==> config.mk <==
export PLATFORM = sky130hd
export DESIGN_NAME = halt_dump_ctrl_flat
export DESIGN_NICKNAME = d
export VERILOG_FILES = /design/src/rtl/halt_dump_if.sv /design/src/rtl/halt_dump_ctrl.sv /design/src/flat_wrapper.sv
export SDC_FILE = /design/constraint.sdc
export NUM_CORES = 1
export LEC_CHECK = 0
export ABC_CLOCK_PERIOD_IN_PS = 2380
export BUFFER_PORTS_ARGS = -buffer_cell sky130_fd_sc_hd__buf_2
export CAP_MARGIN = 20
export CORE_MARGIN = 2
export CORE_UTILIZATION = 30
export CTS_CLUSTER_DIAMETER = 60
export DETAILED_ROUTE_END_ITERATION = 6
export SETUP_SLACK_MARGIN = 0.1
export SYNTH_ARGS = -nofsm -noshare
export SYNTH_HDL_FRONTEND = slang
export SYNTH_SLANG_ARGS = --single-unit
==> constraint.sdc <==
create_clock -name clk -period 2.38 [get_ports clk]
set_clock_uncertainty 0.05 [all_clocks]
set_input_delay 0.238 -clock clk [delete_from_list [all_inputs] [get_ports clk]]
set_output_delay 0.238 -clock clk [all_outputs]
set_load 0.01 [all_outputs]
==> src/rtl/halt_dump_if.sv <==
// Bundle between the halt/dump controller and its pipeline, data memory and dump sink.
// The master modport is the controller side; the slave modport is the environment side.
interface halt_dump_if;
  logic [0:31] instr_id;
  logic        instr_valid;
  logic        stall_fetch;
  logic        dmem_rd;
  logic [0:31] dmem_addr;
  logic [0:31] dmem_rdata;
  logic        dump_valid;
  logic        dump_ready;
  logic [0:31] dump_addr;
  logic [0:31] dump_data;
  logic        dump_last;
  logic        done;

  modport master (
    input  instr_id, instr_valid, dmem_rdata, dump_ready,
    output stall_fetch, dmem_rd, dmem_addr, dump_valid, dump_addr, dump_data, dump_last, done
  );
  modport slave (
    output instr_id, instr_valid, dmem_rdata, dump_ready,
    input  stall_fetch, dmem_rd, dmem_addr, dump_valid, dump_addr, dump_data, dump_last, done
  );
endinterface

==> src/rtl/halt_dump_ctrl.sv <==
// On the end-of-program trap: stall fetch, let the pipe drain, then stream the
// data-memory window [DUMP_BASE, DUMP_END) out one word at a time over valid/ready.
module halt_dump_ctrl #(
  parameter logic [0:31] TRAP_WORD    = 32'h44000300,
  parameter logic [0:31] DUMP_BASE    = 32'h2000,
  parameter logic [0:31] DUMP_END     = 32'h2100,
  parameter int          DRAIN_CYCLES = 4
) (
  input  logic clk,
  input  logic rst,
  halt_dump_if.master bus
);
  localparam int          CW        = (DRAIN_CYCLES > 1) ? $clog2(DRAIN_CYCLES) : 1;
  localparam logic [0:31] LAST_ADDR = DUMP_END - 32'd4;

  typedef enum logic [2:0] {IDLE, DRAIN, READ, LATCH, SEND, DONE} state_t;

  state_t        state, state_nxt;
  logic [CW-1:0] cnt;
  logic [0:31]   addr, data;
  logic          trap, at_last;

  assign trap    = bus.instr_valid && (bus.instr_id == TRAP_WORD);
  // Exact match on the last word: the address never wraps past the window.
  assign at_last = (addr == LAST_ADDR);

  always_ff @(posedge clk or negedge rst) begin
    if (!rst) state <= IDLE;
    else      state <= state_nxt;
  end

  always_comb begin
    state_nxt = state;
    case (state)
      IDLE:    if (trap) state_nxt = DRAIN;
      DRAIN:   if (cnt == '0) state_nxt = READ;
      READ:    state_nxt = LATCH;
      LATCH:   state_nxt = SEND;
      SEND:    if (bus.dump_ready) state_nxt = at_last ? DONE : READ;
      DONE:    state_nxt = DONE;
      default: state_nxt = IDLE;
    endcase
  end

  // Drain counter is loaded with N-1 so DRAIN occupies exactly N cycles.
  always_ff @(posedge clk or negedge rst) begin
    if (!rst) begin
      cnt  <= '0;
      addr <= '0;
      data <= '0;
    end else begin
      case (state)
        IDLE:    if (trap) cnt <= CW'(DRAIN_CYCLES - 1);
        DRAIN:   if (cnt == '0) addr <= DUMP_BASE;
                 else           cnt  <= cnt - CW'(1);
        LATCH:   data <= bus.dmem_rdata;
        SEND:    if (bus.dump_ready && !at_last) addr <= addr + 32'd4;
        default: ;
      endcase
    end
  end

  // Outputs are decoded from state so reset zeroes them without a clock edge.
  assign bus.stall_fetch = (state != IDLE);
  assign bus.dmem_rd     = (state == READ);
  assign bus.dmem_addr   = bus.dmem_rd ? addr : '0;
  assign bus.dump_valid  = (state == SEND);
  assign bus.dump_addr   = bus.dump_valid ? addr : '0;
  assign bus.dump_data   = bus.dump_valid ? data : '0;
  assign bus.dump_last   = bus.dump_valid && at_last;
  assign bus.done        = (state == DONE);
endmodule

==> src/flat_wrapper.sv <==
// flat-port wrapper written by rule: the top's interface ports become plain ports
module halt_dump_ctrl_flat 
#(
  parameter logic [0:31] TRAP_WORD    = 32'h44000300,
  parameter logic [0:31] DUMP_BASE    = 32'h2000,
  parameter logic [0:31] DUMP_END     = 32'h2100,
  parameter int          DRAIN_CYCLES = 4
)
  (clk, rst, bus_instr_id, bus_instr_valid, bus_dmem_rdata, bus_dump_ready, bus_stall_fetch, bus_dmem_rd, bus_dmem_addr, bus_dump_valid, bus_dump_addr, bus_dump_data, bus_dump_last, bus_done);
  halt_dump_if bus_i ();
  input  logic clk;
  input  logic rst;
  input wire logic [$bits(bus_i.instr_id)-1:0] bus_instr_id;
  input wire logic [$bits(bus_i.instr_valid)-1:0] bus_instr_valid;
  input wire logic [$bits(bus_i.dmem_rdata)-1:0] bus_dmem_rdata;
  input wire logic [$bits(bus_i.dump_ready)-1:0] bus_dump_ready;
  output wire logic [$bits(bus_i.stall_fetch)-1:0] bus_stall_fetch;
  output wire logic [$bits(bus_i.dmem_rd)-1:0] bus_dmem_rd;
  output wire logic [$bits(bus_i.dmem_addr)-1:0] bus_dmem_addr;
  output wire logic [$bits(bus_i.dump_valid)-1:0] bus_dump_valid;
  output wire logic [$bits(bus_i.dump_addr)-1:0] bus_dump_addr;
  output wire logic [$bits(bus_i.dump_data)-1:0] bus_dump_data;
  output wire logic [$bits(bus_i.dump_last)-1:0] bus_dump_last;
  output wire logic [$bits(bus_i.done)-1:0] bus_done;
  assign bus_i.instr_id = bus_instr_id;
  assign bus_i.instr_valid = bus_instr_valid;
  assign bus_i.dmem_rdata = bus_dmem_rdata;
  assign bus_i.dump_ready = bus_dump_ready;
  assign bus_stall_fetch = bus_i.stall_fetch;
  assign bus_dmem_rd = bus_i.dmem_rd;
  assign bus_dmem_addr = bus_i.dmem_addr;
  assign bus_dump_valid = bus_i.dump_valid;
  assign bus_dump_addr = bus_i.dump_addr;
  assign bus_dump_data = bus_i.dump_data;
  assign bus_dump_last = bus_i.dump_last;
  assign bus_done = bus_i.done;
  halt_dump_ctrl #(.TRAP_WORD(TRAP_WORD), .DUMP_BASE(DUMP_BASE), .DUMP_END(DUMP_END), .DRAIN_CYCLES(DRAIN_CYCLES)) u_core (.clk(clk), .rst(rst), .bus(bus_i));
endmodule
==> results of run 1 <==
-- timing repair --
action / CTS / global route
pin swaps: 1 / 3
hold endpoints to repair: 30 / 0
hold buffers: 1 / 0
cloned: 0 / 1
setup buffers: 1 / 3
setup endpoints to repair: 37 / 32
gates resized for setup: 11 / 11
-- worst register-to-register path: stages (launching register included) --
cell and delay [ns]:
dfrtp_2 0.42, ha_1 0.19, nor4b_2 0.24, nand4_1 0.17
buf_4 0.19, o21ai_2 0.32, buf_4 0.22, o211ai_1 0.08
o31ai_1 0.09
-- metal layers --
| layer | vias to the layer above | track usage, % | wire [um] |
|---|---|---|---|
| li1 | 1762 | - | - |
| met1 | 1710 | 21.6 | 5250 |
| met2 | 121 | 26.1 | 5470 |
| met3 | 4 | 4.21 | 744 |
| met4 | 0 | 5.37 | 38 |
| met5 | - | 0 | 0 |
-- power by group through the flow --
stage / logic (mW) / registers (mW) / clock network [mW]
finish: 0.115 / 1.18 / 1.46
global route: 0.131 / 1.18 / 1.55
CTS: 0.118 / 1.18 / 1.49
detailed placement: 0.117 / 1.20 / 0
global placement: 0.113 / 1.20 / 0
floorplan: 0.0361 / 1.19 / 0
-- sequential cells by signal, indices dropped and copies added (netlist names) --
register      cells
u_core.cnt        2
u_core.addr      30
u_core.data      32
u_core.state      3
-- cells by family (layout without fill, tap and decap cells) --
kind of cell               count (synthesis)  count (layout)  synth area share [%]
adders and majority gates                  3               3                 0.941
and+or+nand+nor                          218             218                  33.8
DFF                                       67              67                  42.0
xor gates and xnor gates                  16              16                  3.51
AOI/OAI and AO/OA                         36              36                  5.89
other                                      1               4                0.0940
muxes                                     33              33                  9.28
buffers and inverters                     38             212                  4.45
-- worst max path at each step --
stage                 endpoint  slack (ns)  cells past startpoint
5_1_grt          bus_dump_last        0.14                      6
2_1_floorplan  u_core.addr[26]        0.53                      7
4_1_cts          bus_dump_last        0.13                      6
3_3_place_gp     bus_dump_last        0.22                      6
6_report         bus_dump_last        0.21                      6
3_5_place_dp     bus_dump_last        0.15                      6
-- cell type report --
cell class | instances | area (um2)
Timing Repair inverter | 1 | 8.76
Tap cell | 176 | 220
Timing Repair Buffer | 186 | 1020
Sequential cell | 67 | 1690
Multi-Input combinational cell | 310 | 2200
Fill cell | 1309 | 7630
Clock inverter | 6 | 88.8
Inverter | 9 | 46.3
Clock buffer | 10 | 239
-- cell usage in the layout, fill, tap and decap left out, drive strengths merged, types with 3 or more instances in the layout --
cell and n:
nand4 10, inv 9, o21ai 12, nor2 29, ha 3, o211ai 5
and3 3, nor3 6, conb 4, xnor2 15, nor4b 6, buf 185
dfrtp 67, and2 93, a21oi 7, clkbuf 10, o31ai 3, or3 9
nand2b 3, nand3 10, mux2 32, clkinv 3, nor4 19, nand2 18
and4 6
-- metrics by stage --
| stage | cells | setup slack (ns) | utilization, % | hold WS [ns] |
|---|---|---|---|---|
| floorplan | 415 | 0.527 | - | -0.108 |
| global placement | 743 | 0.221 | 38.4 | 0.275 |
| CTS | 761 | 0.126 | 41.4 | 0.0743 |
| global route | 765 | 0.137 | 41.9 | 0.0739 |
| detailed placement | 743 | 0.153 | 38.4 | 0.284 |
| finish | 765 | 0.206 | 41.9 | 0.0869 |
==> flow_summary.ini, run 1 <==
[power]
internal_power_mw = 2.18
switching_power_mw = 0.579
vdd_drop_max_mv = 0.260
power_density_mw_per_mm2 = 500
leakage_nw = 2.76
comb_power_share_pct = 4.2
power_mw = 2.76
swShare_pct = 21.0
clockPowerShare_pct = 53.0
pwr-share-seq_pct = 42.8

[sta]
relSlewSlack_pct = 51.9
final-setup-viol-count = 0
maxClockFrequency_mhz = 460
rsz0062_at_grt = false
tns_ns = 0
hold_viol = 0
worst_pin_slew_ns = 0.722
min_period_over_period_pct = 91.3
layout_min_cycle_time_ns = 2.17
final_max_slew_viol_count = 0

[critical_path]
cp.arrival_ns = 1.89
r2r-start = u_core.addr[29]
cpMaxStageDelayCell = dfrtp_2
r2r-end = u_core.addr[27]
path_delay_family = simple AND/OR/NAND/NOR gates
critPathRequiredTime_ns = 2.09
path_max_fanout = 8
regToRegSetupSlack_ns = 0.32
end_kind = output pin
worst-r2r-cell-count = 8
critical_path_class = reg -> out
critical_path.startpoint = u_core.addr[29]
crit_path_cell_trace = ha_1, nor4b_2, nand4_1, or2_4, nor2_2, buf_2
cp-start-kind = register
path_buf_inv = 1
max_stage_delay_ns = 0.42

[yosys]
synth-edff-count = 0
yosysUniqueCellTypes = 54
yosys_warnings = 0
netlist_top_cells_area = dfrtp_1 (42%), and2_1 (14%), mux2_2 (9.0%), xnor2_1 (3.3%), nor2_1 (2.6%)
ys_seq_area_share_pct = 42.0
synth_top_area_share_pct = 42.0
synth-async-reset-ratio_pct = 100
syn_area_mm2 = 0.00399
ys_seq_elements = 67
synth_cells = 412
synthTopCellsByCount = and2_1 (92), dfrtp_1 (67), mux2_2 (32)
yosysMostFrequentCell = and2_1
avgSynthCellArea_um2 = 9.69
yosysTopAreaCell = dfrtp_1
synthFlopType = dfrtp_1

[finish]
nNetsFinal = 655
drive_above_1_share_pct = 45.8
design_area_mm2 = 0.00551
antenna_cells = 0
syn_to_final_growth_pct = 38.1

[job]
cap_violations = 0

[route]
wl_per_cell_um = 15.0
avgViaCountPerCell = 4.70
drc_errors = 0
initialDrtViolationCount = 127
routed-via-count = 3597
drtPass1Iterations = 4
routed_wl_mm = 11.5
ant_nets = 0

[min_path]
min_path_type = in -> reg
worstHoldStart = bus_dmem_rdata[26]
hold_depth = 2
holdPathEnd = u_core.data[5]

[global_route]
grt_pass1_vias = 3631
grt_max_degree = 38
grt_usage_pct = 16.3
overflow = 0
grt_pass1_wl_mm = 18.6
antenna_found_initial = 0

[clocking]
cts_root_buffer = clkbuf_16
clk_pin_slew_ns = 0.06
clockBufferDepth = 2
cts_sinks = 67
cts_tree = built
cts_made_buffers = 9
htreeDepth = 3
clk_latency_ns = 0.33

[floorplanning]
die_height_um = 119
fp.dieW_um = 119
initial_core_util_pct = 30.4
row_count = 42
ios = 169
die-area_mm2 = 0.0142
core_mm2 = 0.0131

[placed_design]
globalplace.congestion = 0.796
hpwl_mm = 8.24
post_dp_cell_area_mm2 = 0.00505
port_buffers = 164

[run_status]
outcome = finished clean
Note: power is estimated with default switching activity, not from simulation.
==> run 2, diff against run 1 <==
Settings changed: MAX_ROUTING_LAYER set to met4.
==> run 2 against run 1 <==
Effect of this change:
- non-clock buffer count stayed put
- count of clock-buffer cells in the layout did not move
- clock power is essentially flat
- highest routed layer unchanged
==> flow_summary.ini, run 2 (synthesis gave the netlist of run 1 again) <==
[run_status]
outcome = finished clean

[floorplanning]
core_mm2 = 0.0131
ios = 169
fp.dieW_um = 119
die-area_mm2 = 0.0142
row_count = 42
die_height_um = 119
initial_core_util_pct = 30.4

[sta]
min_period_over_period_pct = 91.2
final-setup-viol-count = 0
rsz0062_at_grt = false
worst_pin_slew_ns = 0.731
final_max_slew_viol_count = 0
relSlewSlack_pct = 51.3
hold_viol = 0
hold_ws_ns = 0.0880
layout_min_cycle_time_ns = 2.17
tns_ns = 0
maxClockFrequency_mhz = 461

[global_route]
use_met2_pct = 26.2
grt_usage_pct = 16.8
grt_pass1_wl_mm = 18.5
grt_pass1_vias = 3648
grt_max_degree = 38
gr-usage-met1_pct = 22.2
overflow = 0
antenna_found_initial = 0
gr-usage-met3_pct = 2.97
grt.busiest_layer = met2

[min_path]
worstHoldStart = bus_dmem_rdata[26]
hold_depth = 2
min_path_type = in -> reg
holdPathEnd = u_core.data[5]

[finish]
top_regs = u_core.data: 32 flops, u_core.addr: 30 flops, u_core.state: 3 flops
nNetsFinal = 655
layout_commonest_cell = buf_2
multi_input_area_mm2 = 0.00220
largest_register_ffs = 32
mostFrequentLayoutCells = buf_2 (164), and2_1 (92), dfrtp_1 (58), mux2_2 (32), nor2_1 (27)
drive_above_1_share_pct = 45.8
seqCellArea_mm2 = 0.00169
antenna_cells = 0
largest-register = u_core.data
fin_util_pct = 41.9
fillCellCount = 1309
design_area_mm2 = 0.00551
syn_to_final_growth_pct = 38.1

[critical_path]
critical_path_class = reg -> out
max_stage_delay_ns = 0.42
crit_path_cell_trace = ha_1, nor4b_2, nand4_1, or2_4, nor2_2, buf_2
worst-r2r-cell-count = 8
cp-start-kind = register
r2r-start = u_core.addr[29]
path_buf_inv = 1
path_max_fanout = 8
path_delay_family = simple AND/OR/NAND/NOR gates
end_kind = output pin
regToRegSetupSlack_ns = 0.32
cp.arrival_ns = 1.88
r2r-end = u_core.addr[27]
critPathRequiredTime_ns = 2.09
cpMaxStageDelayCell = dfrtp_2

[clocking]
clk_latency_ns = 0.33
cts_sinks = 67
htreeDepth = 3
cts_root_buffer = clkbuf_16
cts_tree = built
clk_pin_slew_ns = 0.06
cts_made_buffers = 9
clockBufferDepth = 2

[route]
ant_nets = 0
drtPass1Iterations = 4
avgViaCountPerCell = 4.75
routed_wl_mm = 11.5
initialDrtViolationCount = 150
drc_errors = 0
routed-via-count = 3631
wl_per_cell_um = 15.1

[placed_design]
globalplace.congestion = 0.807
port_buffers = 164
hpwl_mm = 8.24
post_dp_cell_area_mm2 = 0.00505

[power]
vdd_drop_max_mv = 0.261
leakage_nw = 2.76
power_mw = 2.76
power_density_mw_per_mm2 = 500

[job]
cap_violations = 0
[run 2: cell counts in the layout (fill, tap and decap cells not counted)]
Identical to the previous run, type by type.
[run 2: power by group]
| part | internal, mW | leakage, nW | switching [mW] |
|---|---|---|---|
| Sequential | 1.17 | 0.821 | 0.0123 |
| Clock | 0.945 | 0.155 | 0.515 |
| Combinational | 0.0651 | 1.78 | 0.0506 |
[run 2: stage by stage]
step | setup slack [ns] | std cells
after global routing | 0.138 | 765
after global placement | 0.221 | 743
final | 0.209 | 765
after detailed placement | 0.153 | 743
after CTS | 0.126 | 761
after floorplan | 0.527 | 415
[run 2: metal layers]
metal,vias up,part of all wire [%],routed length [um]
li1,1765,-,-
met1,1725,47,5410
met2,131,47,5390
met3,10,5.4,621
met4,0,0.91,105
met5,-,0,0
[run 2: how the worst max path moves through the flow]
stage	start	slack [ns]	to	cells after the start
2_1_floorplan	u_core.state[0]	0.53	u_core.addr[26]	7
3_3_place_gp	u_core.addr[29]	0.22	bus_dump_last	6
3_5_place_dp	u_core.addr[28]	0.15	bus_dump_last	6
4_1_cts	u_core.addr[28]	0.13	bus_dump_last	6
5_1_grt	u_core.addr[29]	0.14	bus_dump_last	6
6_report	u_core.addr[29]	0.21	bus_dump_last	6
[run 2: area by class of cell]
type	instances	share of cell area (%)
clock buffer	10	4.34
timing repair buffer	186	18.5
clock inverter	6	1.61
inverter	9	0.840
multi-input combinational	310	39.9
tap	176	4.00
sequential	67	30.6
timing repair inverter	1	0.159
[run 2: timing repair]
action,CTS,global route
pin swaps,1,3
hold endpoints to repair,30,0
hold buffers,1,0
gates resized for setup,11,11
buffers inserted,1,3
endpoints found under the setup margin,37,30
cloned,0,1
